### src/rtl/caravel_open_frame.sv
`timescale 1ns/1ps
// caravel_open_frame
//
// Simplified openframe chip top used by the gpio_vector test. There is no CPU:
// a prescaled 8-bit up-counter (the "GPIO vector") is driven onto gpio[23:16].
// The flash interface pins are parked idle. Optionally, a UART transmitter on
// gpio[6] reports each new counter value.
//
// Build option:
//   UART_MSG_EN  when defined, adds the 8N1 UART transmitter on gpio[6].
//                When undefined, gpio[6] is left high-Z and no UART logic exists.
//
// Parameters:
//   DIV       clock cycles per counter step (>= 2)
//   UART_DIV  clock cycles per UART bit (>= 2); only used with UART_MSG_EN
//
// Ports:
//   gpio[43:0]  pad bus
//                 [38]    clock input (never driven here)
//                 [3]     housekeeping CSB input (ignored)
//                 [23:16] counter value, always driven (0 while in reset)
//                 [39]    flash CSB, held 1 (deselected)
//                 [40]    flash clock, held 0
//                 [6]     UART Tx (UART_MSG_EN) or high-Z
//                 others  high-Z
//   resetb      asynchronous assert, active-low reset; release is synchronised
//   vddio, vssio, vccd, vssd  supply ties, functionally ignored
module caravel_open_frame #(
  parameter int DIV      = 256,
  parameter int UART_DIV = 16
) (
  inout  wire  [43:0] gpio,
  input  logic        resetb,
  input  logic        vddio,
  input  logic        vssio,
  input  logic        vccd,
  input  logic        vssd
);

  localparam int PRE_W = (DIV > 1) ? $clog2(DIV) : 1;

  // Modulo-256 increment of the GPIO vector.
  function automatic logic [7:0] wrap_inc(input logic [7:0] v);
    return v + 8'd1;
  endfunction

  logic clk;
  assign clk = gpio[38];

  // Supply ties and input-only pads carry no function in this block.
  wire unused_pins;
  assign unused_pins = &{1'b0, vddio, vssio, vccd, vssd, gpio};

  // ---- Reset synchroniser: assert asynchronously, release on the second edge
  logic sync1_p0;
  logic sync2_p0;
  logic rst;

  always_ff @(posedge clk or negedge resetb) begin
    if (!resetb) begin
      sync1_p0 <= 1'b0;
      sync2_p0 <= 1'b0;
    end else begin
      sync1_p0 <= 1'b1;
      sync2_p0 <= sync1_p0;
    end
  end

  // Internal synchronous reset, active-high, held until the synchroniser releases.
  assign rst = !sync2_p0;

  // ---- Prescaler and counter stage
  logic [PRE_W-1:0] pre_p0;
  logic [7:0]       cnt_p0;
  logic             tick;
  logic [7:0]       cnt_nxt;

  assign tick    = !rst && (pre_p0 == PRE_W'(DIV - 1));
  assign cnt_nxt = wrap_inc(cnt_p0);

  always_ff @(posedge clk or negedge resetb) begin
    if (!resetb) begin
      pre_p0 <= '0;
    end else if (rst) begin
      pre_p0 <= '0;
    end else if (tick) begin
      pre_p0 <= '0;
    end else begin
      pre_p0 <= pre_p0 + 1'b1;
    end
  end

  // The counter is also the pad register, so gpio[23:16] changes on the
  // same edge as the count with no extra latency.
  always_ff @(posedge clk or negedge resetb) begin
    if (!resetb) begin
      cnt_p0 <= 8'd0;
    end else if (rst) begin
      cnt_p0 <= 8'd0;
    end else if (tick) begin
      cnt_p0 <= cnt_nxt;
    end
  end

  // ---- Static pad map
  assign gpio[23:16] = cnt_p0;
  assign gpio[39]    = 1'b1;
  assign gpio[40]    = 1'b0;

  assign gpio[43:41] = 3'bzzz;
  assign gpio[37:24] = {14{1'bz}};
  assign gpio[15:7]  = {9{1'bz}};
  assign gpio[5:4]   = 2'bzz;
  assign gpio[2:0]   = 3'bzzz;

`ifdef UART_MSG_EN
  // ---- UART transmit stage (8N1, LSB first)
  localparam int BAUD_W = (UART_DIV > 1) ? $clog2(UART_DIV) : 1;

  logic              busy_p1;
  logic [3:0]        bit_p1;
  logic [BAUD_W-1:0] baud_p1;
  logic              tx_p1;
  logic [8:0]        shreg_p1;
  logic              load;
  logic              bit_end;

  // A tick while a frame is in flight is simply dropped: there is no queue.
  assign load    = tick && !busy_p1;
  assign bit_end = busy_p1 && (baud_p1 == BAUD_W'(UART_DIV - 1));

  // bit_p1 indexes the frame: 0 = start, 1..8 = data, 9 = stop.
  always_ff @(posedge clk or negedge resetb) begin
    if (!resetb) begin
      busy_p1 <= 1'b0;
      bit_p1  <= 4'd0;
      baud_p1 <= '0;
      tx_p1   <= 1'b1;
    end else if (rst) begin
      busy_p1 <= 1'b0;
      bit_p1  <= 4'd0;
      baud_p1 <= '0;
      tx_p1   <= 1'b1;
    end else if (load) begin
      busy_p1 <= 1'b1;
      bit_p1  <= 4'd0;
      baud_p1 <= '0;
      tx_p1   <= 1'b0;
    end else if (bit_end) begin
      baud_p1 <= '0;
      if (bit_p1 == 4'd9) begin
        busy_p1 <= 1'b0;
        tx_p1   <= 1'b1;
      end else begin
        bit_p1 <= bit_p1 + 4'd1;
        tx_p1  <= shreg_p1[0];
      end
    end else if (busy_p1) begin
      baud_p1 <= baud_p1 + 1'b1;
    end
  end

  // Data plus stop bit; only ever read after a load, so it needs no reset.
  always_ff @(posedge clk) begin
    if (load) begin
      shreg_p1 <= {1'b1, cnt_nxt};
    end else if (bit_end && (bit_p1 != 4'd9)) begin
      shreg_p1 <= {1'b1, shreg_p1[8:1]};
    end
  end

  assign gpio[6] = tx_p1;
`else
  localparam int unused_uart_div = UART_DIV;

  assign gpio[6] = 1'bz;
`endif

endmodule

### config.mk
export PLATFORM = sky130hd
export DESIGN_NAME = caravel_open_frame
export DESIGN_NICKNAME = d
export VERILOG_FILES = /design/src/rtl/caravel_open_frame.sv
export SDC_FILE = /design/constraint.sdc
export NUM_CORES = 1
export LEC_CHECK = 0
export BUFFER_PORTS_ARGS = -buffer_cell sky130_fd_sc_hd__buf_2
export CORE_UTILIZATION = 50
export CTS_CLUSTER_SIZE = 14
export DETAILED_ROUTE_END_ITERATION = 8
export GPL_TIMING_DRIVEN = 1
export PLACE_DENSITY = 0.83
export SYNTH_ARGS = -nofsm -noshare
export SYNTH_HDL_FRONTEND = slang
export SYNTH_SLANG_ARGS = --single-unit
### constraint.sdc
create_clock -name gpio -period 4.25 [get_ports gpio]
set_clock_uncertainty 0.15 [all_clocks]
set_input_delay 0.6375 -clock gpio [delete_from_list [all_inputs] [get_ports gpio]]
set_output_delay 0.6375 -clock gpio [all_outputs]
set_load 0.02 [all_outputs]
==> results.sh <==
export IMPL_status="complete, but fails checks"
export IMPL_violations="DRC, hold timing"
export IMPL_worstHoldStart="gpio[16]"
export IMPL_async_reset_ff_frac=1.000
export IMPL_whs_endpoint="gpio[16]"
export IMPL_grt_use_met3=0.4259
export IMPL_die_w_um=49.91
export IMPL_track_usage=0.3488
export IMPL_ir_worst_vdd_mv=0.2301
export IMPL_maxCapViolations=0
export IMPL_synthTopCellsByArea="dfrtp_1 (39%), buf_4 (22%), mux2i_1 (4.4%)"
export IMPL_cp_top_family="buffers and inverters"
export IMPL_grt_max_degree=19
export IMPL_syn_area_per_cell_um2=9.405
export IMPL_grt_pass1_wl_um=6258
export IMPL_synth_edf_count=0
export IMPL_ys_flop_type="dfrtp_1"
export IMPL_crit_fanout=2
export IMPL_dpl_worst_slack_ns=1.204
export IMPL_fin_hold_ws_ns=-0.02858
export IMPL_clk_pin_slew_worst_paths_ns=0.13
export IMPL_start_kind="clock port"
export IMPL_die_area_um2=2491
export IMPL_layout_nets=172
export IMPL_power_total_w=0.0003332
export IMPL_reg2regPathDepth=10
export IMPL_slowest_stage="clkbuf_4"
export IMPL_utilization=0.6905
export IMPL_arrival_ns=3.55
export IMPL_fin_setup_tns_ns=0
export IMPL_setup_viol=0
export IMPL_met2_usage=0.3514
export IMPL_required_ns=4.35
export IMPL_via_count=1168
export IMPL_critPathMostFrequentCell="clkbuf_4"
export IMPL_rrSetupSlack_ns=1.74
export IMPL_ys_types=26
export IMPL_vias_per_cell=5.782
export IMPL_drv_slew=0
export IMPL_timing_final_ws_setup_ns=0.7929
export IMPL_critPathKind="clk -> reg"
export IMPL_syn_to_final_growth_pct=24.10
export IMPL_cts_tree="done"
export IMPL_cts_hold_fix_buffers=0
export IMPL_ant_nets=0
export IMPL_antenna_found_initial=0
export IMPL_coreArea_um2=2062
export IMPL_firstDrtPassIters=9
export IMPL_wire_per_inst_um=18.57
export IMPL_synthTopCellsByCount="buf_4 (34), dfrtp_1 (18), nand2_1 (11), a21oi_1 (7)"
export IMPL_cpPeakStageDelay_ns=0.19
export IMPL_drc=171
export IMPL_yosysMostFrequentCell="buf_4"
export IMPL_fp_dieH_um=49.91
export IMPL_leakage_nw=0.6827
export IMPL_r2r_start="gpio[16]"
export IMPL_powerDensity_nw_per_um2=234.0
export IMPL_pin_count=49
export IMPL_clk_latency_ns=0.32
export IMPL_final_hold_viol_count=5
export IMPL_routabilityCongestion=0.7801
export IMPL_post_cts_setup_buffers=0
export IMPL_first_iter_violations=228
export IMPL_rsz0062_at_grt="no"
export IMPL_min_path_cells=4
export IMPL_yosys_area_top_type_share=0.3926
export IMPL_syn_inst=122
export IMPL_untimed_endpoints=10
export IMPL_met1_usage=0.2368
export IMPL_busiest_layer="met4"
export IMPL_io_buffers=1
export IMPL_hold_path_class="clk -> reg"
export IMPL_num_antenna_cells=0
export IMPL_first_global_vias=1521
export IMPL_num_rows=16
export IMPL_worst_slew_pin_transition_ns=0.5960
export IMPL_synth_seq_cells=18
export IMPL_synth_cell_area_um2=1147
export IMPL_synth_seq_area_share=0.3926
export IMPL_crit_buf_inv=6
export IMPL_start_util=0.5564
export IMPL_relSlewSlack=0.5990
export IMPL_path_cells="clkbuf_4 -> clkbuf_4 -> ha_1 -> clkbuf_4 -> clkbuf_4 -> nand3_1 -> clkbuf_4 -> clkbuf_4 -> o31ai_1 -> a21oi_1"
export IMPL_drive_gt1_frac=0.2800
export IMPL_cp_depth=10
export IMPL_reg2reg_to="gpio[22]"
export IMPL_finalWirelength_um=3752
export IMPL_overflow=0
export IMPL_hpwlAfterDp_um=1210
export IMPL_cts_resized_gates=0
export IMPL_ys_warn_count=0
export IMPL_yosys_area_top_type="dfrtp_1"
export IMPL_worst_setup_path_end_kind="flip-flop"
-- layer usage --
layer | vias to the layer above | wire (µm)
met5 | - | 0
met4 | 0 | 361
met3 | 54 | 569
met2 | 145 | 1592
met1 | 515 | 1229
li1 | 454 | -
-- kinds of logic (layout without fill, tap and decap cells) --
kind of cell	Yosys count	after routing	share of synthesized area
AO/OA/AOI/OAI	15	15	0.07961
XOR/XNOR	3	3	0.02290
adder cells (fa/ha/maj)	2	2	0.02181
buffers and inverters	38	58	0.2432
flip-flops	18	18	0.3926
multiplexers	5	5	0.04362
other	2	35	0.006546
AND/OR/NAND/NOR	39	39	0.1897
-- report_power, final --
part | leakage [nW] | internal [W] | switching [W]
sequential | 0.244 | 0.000174 | 0.00000559
clock | 0.276 | 0.0000530 | 0.0000619
combinational | 0.162 | 0.00000323 | 0.0000350
total | 0.683 | 0.000231 | 0.000103
-- area by class of cell --
type / instances / area, µm²
fillers: 147 / 638.1
multi-input cells: 99 / 541.8
flip-flops and latches: 18 / 450.4
clock buffers: 53 / 376.6
well taps: 27 / 33.78
clock inverters: 3 / 12.51
repair buffers: 1 / 5.005
inverters: 1 / 3.754
-- worst register-to-register path, cell delays in order, from the launching register on --
cell	delay, ns
dfrtp_1	0.51
clkbuf_4	0.21
clkbuf_4	0.13
ha_1	0.14
clkbuf_4	0.14
clkbuf_4	0.13
nand3_1	0.08
clkbuf_4	0.18
clkbuf_4	0.14
nor4_1	0.40
mux2i_1	0.24
-- registers in the layout (all words and copies together), names as in the netlist --
register,flops
gpio,8
pre_p0,8
sync1_p0,1
sync2_p0,1
-- through the flow --
step | instance area (µm²) | instances
finish | 1424 | 202
global route | 1424 | 202
CTS | 1424 | 202
detailed placement | 1035 | 146
global placement | 1035 | 146
floorplan | 1271 | 155
-- worst max-delay path by stage --
| stage | endpoint | from | slack (ns) |
|---|---|---|---|
| floorplan | gpio[19] | gpio[19] | 1.22 |
| global placement | gpio[19] | gpio[19] | 1.21 |
| detailed placement | gpio[19] | gpio[19] | 1.20 |
| CTS | gpio[18] | gpio[16] | 1.77 |
| global route | gpio[18] | gpio[16] | 0.73 |
| finish | gpio[18] | gpio[16] | 0.79 |
-- cells in the final DEF (no fill, tap or decap), types with 2 or more instances in the layout --
master,synthesis,routed
mux2i_1,5,5
nand2b_1,4,4
clkinv_1,0,2
or4_1,4,4
dfrtp_1,18,18
nand2_1,11,11
clkbuf_4,0,42
ha_1,2,2
nand4_1,3,3
conb_1,2,35
nor4_1,3,3
o21ai_0,2,2
clkbuf_1,1,9
xor2_1,2,2
a21oi_1,7,7
clkbuf_8,0,2
o31ai_1,5,5
or3_2,2,2
nor2_1,4,4
nand3_1,5,5
Note: power is estimated with default switching activity, not from simulation.
